[src/rtl/neuron_tdm_ctrl.sv]
// Time-multiplexing controller: steps one shared STDP neuron datapath
// across N virtual neurons per timestep, holding membranes and refractory state.
module neuron_tdm_ctrl #(
   parameter int N      = 4,
   parameter int DP_LAT = 1,
   parameter int REFRAC = 3,
   parameter int REF_W  = 4
) (
   input  logic                 clk,
   input  logic                 reset,
   input  logic                 in_valid,
   output logic                 in_ready,
   input  logic [7:0]           in_spikes,
   input  logic                 learn_en,
   input  logic                 clear,
   output logic                 dp_req,
   output logic [$clog2(N)-1:0] dp_sel,
   output logic [7:0]           dp_inputs,
   output logic [7:0]           dp_mem,
   output logic                 dp_learn,
   input  logic [7:0]           dp_sum,
   input  logic                 dp_spike,
   output logic                 out_valid,
   input  logic                 out_ready,
   output logic [N-1:0]         out_spikes
);

   localparam int SEL_W = $clog2(N);
   localparam int CNT_W = $clog2(DP_LAT + 1);

   typedef enum logic [1:0] {IDLE, ISSUE, WAIT, DONE} state_t;

   state_t             state, state_nxt;
   logic [7:0]         vec;
   logic [SEL_W-1:0]   idx;
   logic [CNT_W-1:0]   cnt;
   logic               learn_q;
   logic [7:0]         mem  [N];
   logic [REF_W-1:0]   refc [N];

   logic is_ref, last_idx, last_wait, active;

   assign is_ref    = (refc[idx] != '0);
   assign last_idx  = (idx == SEL_W'(N - 1));
   assign last_wait = (state == WAIT) && (cnt == CNT_W'(DP_LAT - 1));
   assign active    = (state == ISSUE) || (state == WAIT);

   always_ff @(posedge clk or posedge reset) begin
      if (reset) state <= IDLE;
      else       state <= state_nxt;
   end

   always_comb begin
      state_nxt = state;
      case (state)
         IDLE:    if (!clear && in_valid) state_nxt = ISSUE;
         ISSUE:   state_nxt = WAIT;
         WAIT:    if (last_wait) state_nxt = last_idx ? DONE : ISSUE;
         DONE:    if (out_ready) state_nxt = IDLE;
         default: state_nxt = IDLE;
      endcase
   end

   always_ff @(posedge clk or posedge reset) begin
      if (reset) begin
         vec        <= '0;
         idx        <= '0;
         cnt        <= '0;
         learn_q    <= 1'b0;
         out_spikes <= '0;
         for (int i = 0; i < N; i++) begin
            mem[i]  <= '0;
            refc[i] <= '0;
         end
      end else begin
         case (state)
            IDLE: begin
               if (clear) begin
                  for (int i = 0; i < N; i++) begin
                     mem[i]  <= '0;
                     refc[i] <= '0;
                  end
               end else if (in_valid) begin
                  vec        <= in_spikes;
                  idx        <= '0;
                  out_spikes <= '0;
               end
            end
            ISSUE: begin
               cnt     <= '0;
               learn_q <= learn_en & ~is_ref;
            end
            WAIT: begin
               cnt <= cnt + CNT_W'(1);
               if (last_wait) begin
                  // a refractory slot ignores the datapath result entirely
                  if (is_ref) begin
                     mem[idx]  <= '0;
                     refc[idx] <= refc[idx] - REF_W'(1);
                  end else if (dp_spike) begin
                     out_spikes[idx] <= 1'b1;
                     mem[idx]        <= '0;
                     refc[idx]       <= REF_W'(REFRAC);
                  end else begin
                     mem[idx] <= dp_sum;
                  end
                  idx <= last_idx ? '0 : idx + SEL_W'(1);
               end
            end
            default: ;
         endcase
      end
   end

   always_comb begin
      in_ready  = (state == IDLE) && !clear;
      out_valid = (state == DONE);
      dp_req    = (state == ISSUE);
      dp_sel    = active ? idx : '0;
      dp_mem    = active ? mem[idx] : '0;
      dp_inputs = (active && !is_ref) ? vec : '0;
      dp_learn  = 1'b0;
      if (state == ISSUE)     dp_learn = learn_en & ~is_ref;
      else if (state == WAIT) dp_learn = learn_q;
   end

endmodule

[config.mk]
export PLATFORM = sky130hd
export DESIGN_NAME = neuron_tdm_ctrl
export DESIGN_NICKNAME = d
export VERILOG_FILES = /design/src/rtl/neuron_tdm_ctrl.sv
export SDC_FILE = /design/constraint.sdc
export NUM_CORES = 1
export LEC_CHECK = 0
export BUFFER_PORTS_ARGS = -buffer_cell sky130_fd_sc_hd__buf_2
export CAP_MARGIN = 10
export CORE_ASPECT_RATIO = 0.5
export CORE_MARGIN = 2
export CORE_UTILIZATION = 37
export CTS_CLUSTER_SIZE = 40
export DETAILED_ROUTE_END_ITERATION = 12
export PLACE_DENSITY_LB_ADDON = 0.12
export SLEW_MARGIN = 20
export SYNTH_ARGS = -nofsm -noshare
export SYNTH_HDL_FRONTEND = slang
export SYNTH_SLANG_ARGS = --single-unit
export TNS_END_PERCENT = 100
[constraint.sdc]
create_clock -name clk -period 3.4 [get_ports clk]
set_clock_uncertainty 0.05 [all_clocks]
set_input_delay 0.51 -clock clk [delete_from_list [all_inputs] [get_ports clk]]
set_output_delay 0.51 -clock clk [all_outputs]
set_load 0.02 [all_outputs]
==> reports/metrics.csv, run 1 <==
metric,value,unit
outcome,"complete, no violations",
net count after synthesis,309,
number of inserted diodes,0,
"flops & latches, synth",66,
path class of the lowest-slack min-delay path,input port to async pin,
Ys Warns,0,
post-detailed-placement cell area,3700,um^2
Synth Instances,275,
height of the chip,70.9,um
Sink Count,66,
number of buffers inserted during clock tree synthesis,9,
GRT Resource Usage Total,19.0,%
CTS tree,done,
Arrival @ worst endpoint,2.61,ns
Synth async-reset ratio,100,%
Setup Crit Path Kind,register to primary output,
Buf/Inv on CP,3,
maximum resistive drop on vdd,0.495,mV
fraction of power consumed by combinational cells,46.0,%
number of cell rows,24,
power density cells,979,nW/um^2
final hold violation count,0,
Worst Path Required,2.84,ns
DR iter-0 viols,113,
routing layer with the top usage in global route,met2,
maximum net fanout on the critical path,15,
Flop pwr share,26.8,%
longest individual stage delay on the worst path,0.54,ns
cell leakage power,0.00194,uW
most used standard cells in the synthesized netlist,"sky130_fd_sc_hd__dfrtp_1, sky130_fd_sc_hd__a22o_1, sky130_fd_sc_hd__nand2_1, sky130_fd_sc_hd__and2_1, sky130_fd_sc_hd__inv_1",
Core Area,8710,um^2
post-detail-place hpwl,5.84,mm
hold buffers post-CTS,0,
cell types with the largest area share after synthesis,"sky130_fd_sc_hd__dfrtp_1, sky130_fd_sc_hd__a22o_1, sky130_fd_sc_hd__mux4_2",
maximum buffer depth of the clock tree,2,
Synth Cell Area,3310,um^2
routed vias,2453,
Die Wd,138,um
kind of start point of the critical path,register,
number of enable-type register cells in the synthesized netlist,0,
routed wire length per instance,18.2,um
residual antenna-violating net count after detailed routing,0,
most repeated cell in the gate-level netlist after synthesis,sky130_fd_sc_hd__dfrtp_1,
global-route wire length before repair,13.7,mm
max-slew violation count,0,
IO Count,49,
vias in the first global route,2538,
pin count of the biggest net entering global routing,27,
met2 track demand over resource in global routing,29.0,%
first-pass iteration count of the detailed router,4,
final design area excluding fillers,4060,um^2
"Setup violations, final",0,
slowest cell on the critical path,sky130_fd_sc_hd__mux4_2,
final period utilization,93.4,%
most used flip-flop cell after synthesis,sky130_fd_sc_hd__dfrtp_1,
starting density of the core,38.0,%
later-pin clock latency in the skew report,0.33,ns
Sw Ratio,41.2,%
worst reg2reg path startpoint,idx[0],
transition at the pin with the smallest max-transition slack,0.636,ns
part of the power in the clock network,27.3,%
Worst R2R End,mem[31],
area fraction of the dominant cell type after synthesis,49.8,%
net switching power,1640,uW
number of distinct standard cells referenced by the synthesized netlist,41,
total congestion overflow after global routing,0,
part of the Yosys area used for sequential elements,49.8,%
Final nets,365,
Avg Vias per Cell,5.42,
"reg-to-reg slack, setup",0.74,ns
element type at the critical path end,primary output,
"Reg clk slew, reported paths",0.06,ns
die outline area,9770,um^2
initial antenna violation count,0,
internal power,2330,uW
Total Wirelength,8.24,mm
global routing usage on met3,6.02,%
Avg Synthesized Cell Area,12.0,um^2
top cell family by delay on the critical path,multiplexers,
Synth area leader,sky130_fd_sc_hd__dfrtp_1,
number of port buffers,48,
GR met1 Demand/Resource,26.0,%
sequence of cells on the critical path,"mux4_2, inv_1, ha_1, nand3_1, o22ai_1, buf_4, and3_1, buf_2",
H-tree depth,3,
clock root buffer,sky130_fd_sc_hd__clkbuf_16,
Post-CTS Setup Bufs,0,
Max Cap Violations,0,
DRC violation count after routing,0,
Rel. slew slack,57.6,%
post-route minimum period,3.17,ns
number of instances resized during post-cts repair,0,
weighted congestion reported at the end of routability-driven placement,0.874,
RSZ-0062 raised after global routing,false,
fmax,0.315,GHz
depth of the worst register-to-register path,7,
filler cell count in the final layout,824,
ratio of cells with drive above 1 in the final layout,30.4,%
"Area growth, synth to finish",22.4,%
total negative setup slack,0,ns
==> metrics by stage <==
| stage | utilization [%] | hold WS [ns] | power (uW) | worst slack [ns] | std cells |
|---|---|---|---|---|---|
| 3_5_place_dp | 42.5 | 0.425 | 2900 | 0.609 | 437 |
| 5_1_grt | 46.6 | 0.221 | 4250 | 0.0909 | 453 |
| 3_3_place_gp | 42.5 | 0.422 | 2880 | 0.683 | 437 |
| 6_report | 46.6 | 0.176 | 3970 | 0.226 | 453 |
| 2_1_floorplan | - | 0.400 | 2340 | 0.631 | 275 |
| 4_1_cts | 46.6 | 0.187 | 4010 | 0.234 | 453 |
==> flip-flops by register name, indices dropped and copies added, names as in the netlist <==
signal	count
vec	8
state	2
out_spikes	4
mem	32
learn_q	1
idx	2
cnt	1
refc	16
==> kinds of logic (layout without fill, tap and decap cells) <==
group	count (synthesis)	after routing	synth area share [%]
muxes	25	25	12.0
and+or+nand+nor	81	81	13.4
DFF	66	66	49.8
adders and majority gates	11	11	4.15
buffers and inverters	24	85	3.21
AOI/OAI and AO/OA	68	68	17.4
==> power by group through the flow <==
stage | logic (uW) | registers (uW) | clock network (uW)
global placement | 1810 | 1070 | 0
floorplan | 1290 | 1050 | 0
detailed placement | 1830 | 1070 | 0
CTS | 1840 | 1060 | 1110
global route | 2020 | 1080 | 1150
finish | 1820 | 1060 | 1080
==> worst max path at each step <==
stage	startpoint	endpoint	slack (ns)	cells past startpoint
floorplan	idx[0]	dp_inputs[0]	0.63	7
global placement	idx[0]	dp_inputs[7]	0.68	8
detailed placement	idx[0]	dp_learn	0.61	9
CTS	idx[0]	dp_inputs[3]	0.23	8
global route	idx[0]	dp_inputs[0]	0.09	8
finish	idx[0]	dp_inputs[3]	0.23	8
==> routing by layer <==
metal,wire length [um],vias to the layer above
li1,-,1155
met1,4070,1237
met2,3710,50
met3,367,11
met4,100,0
met5,0,-
==> final cells by class <==
type / instances / area (um^2) / area share [%]
clock buffers: 10 / 239 / 5.89
well taps: 117 / 146 / 3.61
flip-flops and latches: 66 / 1650 / 40.7
repair buffers: 56 / 300 / 7.41
inverters: 13 / 48.8 / 1.20
clock inverters: 6 / 114 / 2.81
multi-input cells: 185 / 1560 / 38.4
==> cells in the final DEF, fill, tap and decap left out, types with 9 or more instances in the layout <==
master	n
sky130_fd_sc_hd__dfrtp_1	66
sky130_fd_sc_hd__buf_2	48
sky130_fd_sc_hd__a22o_1	29
sky130_fd_sc_hd__nand2_1	19
sky130_fd_sc_hd__and2_1	14
sky130_fd_sc_hd__inv_1	11
sky130_fd_sc_hd__a32o_1	11
sky130_fd_sc_hd__ha_1	11
sky130_fd_sc_hd__mux2_2	9
sky130_fd_sc_hd__and3_1	9
sky130_fd_sc_hd__mux4_2	9
sky130_fd_sc_hd__clkbuf_16	9
Note: power is estimated with default switching activity, not from simulation.
==> run 2, diff against run 1 <==
- CORE_MARGIN: 2 -> 3
- CTS_BUF_LIST: default -> sky130_fd_sc_hd__clkbuf_8 sky130_fd_sc_hd__clkbuf_16
==> reports/metrics.csv, run 2 (synthesized netlist as in run 1, its figures left out) <==
metric,value,unit
first-pass iteration count of the detailed router,4,
RSZ-0062 raised after global routing,false,
number of flip-flops in the largest register,32,
Die Wd,140,um
highest-count cells in the layout ignoring fill and taps,"sky130_fd_sc_hd__dfrtp_1, sky130_fd_sc_hd__buf_2, sky130_fd_sc_hd__a22o_1",
IO Count,49,
Post-CTS Setup Bufs,0,
path class of the lowest-slack min-delay path,input port to async pin,
Arrival @ worst endpoint,2.60,ns
internal power,2250,uW
"Area growth, synth to finish",21.0,%
height of the chip,72.9,um
vias in the first global route,2551,
"Setup violations, final",0,
Flop pwr share,27.7,%
Setup Crit Path Kind,register to primary output,
most common library cell in the layout ignoring fill and taps,sky130_fd_sc_hd__dfrtp_1,
transition at the pin with the smallest max-transition slack,0.913,ns
fraction of power consumed by combinational cells,47.0,%
residual antenna-violating net count after detailed routing,0,
net switching power,1610,uW
Final nets,364,
kind of start point of the critical path,register,
power density cells,962,nW/um^2
weighted congestion reported at the end of routability-driven placement,0.849,
total congestion overflow after global routing,0,
clock root buffer,sky130_fd_sc_hd__clkbuf_16,
Sink Count,66,
initial antenna violation count,0,
number of cell rows,23,
starting density of the core,39.7,%
post-route minimum period,3.16,ns
maximum net fanout on the critical path,15,
routed wire length per instance,18.5,um
element type at the critical path end,primary output,
Core Area,8350,um^2
number of port buffers,48,
Max Cap Violations,0,
Worst Path Required,2.84,ns
H-tree depth,3,
DR iter-0 viols,159,
Total Wirelength,8.27,mm
CTS tree,done,
register with the most flip-flops,mem,
Buf/Inv on CP,3,
part of the power in the clock network,25.4,%
filler cell count in the final layout,788,
pin count of the biggest net entering global routing,54,
global-route wire length before repair,13.6,mm
total negative setup slack,0,ns
sequence of cells on the critical path,"mux4_2, inv_1, ha_1, nand3_1, o22ai_1, buf_4, and3_1, buf_2",
final period utilization,92.9,%
die outline area,10200,um^2
number of buffers inserted during clock tree synthesis,9,
Sw Ratio,41.7,%
Avg Vias per Cell,5.53,
post-detail-place hpwl,5.86,mm
final hold violation count,0,
DRC violation count after routing,0,
cell leakage power,0.00192,uW
GRT Resource Usage Total,17.4,%
maximum resistive drop on vdd,0.532,mV
fmax,0.317,GHz
maximum buffer depth of the clock tree,2,
Rel. slew slack,39.2,%
outcome,"complete, no violations",
routed vias,2473,
"Reg clk slew, reported paths",0.05,ns
slowest cell on the critical path,sky130_fd_sc_hd__mux4_2,
max-slew violation count,0,
fin util,48.1,%
later-pin clock latency in the skew report,0.33,ns
number of instances resized during post-cts repair,0,
ratio of cells with drive above 1 in the final layout,29.9,%
largest registers,"mem: 32 flops, refc: 16 flops, vec: 8 flops",
hold buffers post-CTS,0,
top cell family by delay on the critical path,multiplexers,
number of inserted diodes,0,
longest individual stage delay on the worst path,0.54,ns
-- run 2: cell types whose count changed in the layout (fill, tap and decap cells not counted), sizes merged --
cell      previous run  this run
bufinv               3         2
clkinvlp             2         1
clkinv               1         3
buf                 56        55
-- run 2: power by group through the flow --
stage / clock network [uW] / registers [uW] / logic [uW]
global placement: 0 / 1070 / 1790
finish: 978 / 1070 / 1810
global route: 1040 / 1090 / 1990
CTS: 1000 / 1070 / 1820
floorplan: 0 / 1050 / 1290
detailed placement: 0 / 1080 / 1810
-- run 2: worst register-to-register path: stages, from the launching register on --
cell	delay (ns)
sky130_fd_sc_hd__dfrtp_1	0.53
sky130_fd_sc_hd__inv_2	0.18
sky130_fd_sc_hd__o211a_1	0.17
sky130_fd_sc_hd__or2_2	0.33
sky130_fd_sc_hd__ha_1	0.25
sky130_fd_sc_hd__nand3_1	0.15
sky130_fd_sc_hd__o22ai_1	0.10
sky130_fd_sc_hd__buf_4	0.19
sky130_fd_sc_hd__o211ai_1	0.36
sky130_fd_sc_hd__o221ai_1	0.21
-- run 2: routing by layer --
layer	wire (um)	vias up	GRT usage, %
li1	-	1148	-
met1	3870	1233	22.8
met2	3730	83	28.3
met3	573	9	5.76
met4	90	0	4.51
met5	0	-	0
-- run 2: worst paths after layout --
path                         startpoint           end  slack, ns  cells after the start
min in group clk           in_spikes[2]        vec[2]       0.37                      2
setup / recovery                 idx[0]  dp_inputs[0]       0.24                      8
max in group asynchronous         reset        vec[0]       2.29                      3
hold / removal                    reset       mem[24]       0.29                      2
setup reg to reg                 idx[0]       refc[9]       0.73                      9
hold reg to reg                refc[12]      refc[12]       0.43                      2
-- run 2: layout make-up --
class,count,area [um^2],area share [%]
Timing Repair Buffer,55,293,7.30
Clock inverter,6,81.3,2.03
Clock buffer,10,239,5.96
Sequential cell,66,1650,41.2
Tap cell,112,140,3.49
Multi-Input combinational cell,185,1560,38.8
Inverter,13,50.0,1.25
-- run 2: through the flow --
step	std cells	hold WS [ns]	worst slack, ns	cell area [um^2]	power, uW
after floorplan	275	0.400	0.631	3310	2340
after detailed placement	431	0.427	0.611	3690	2890
final	447	0.286	0.241	4010	3860
after CTS	447	0.351	0.241	4010	3890
after global routing	447	0.347	0.0746	4010	4110
after global placement	431	0.409	0.696	3690	2860
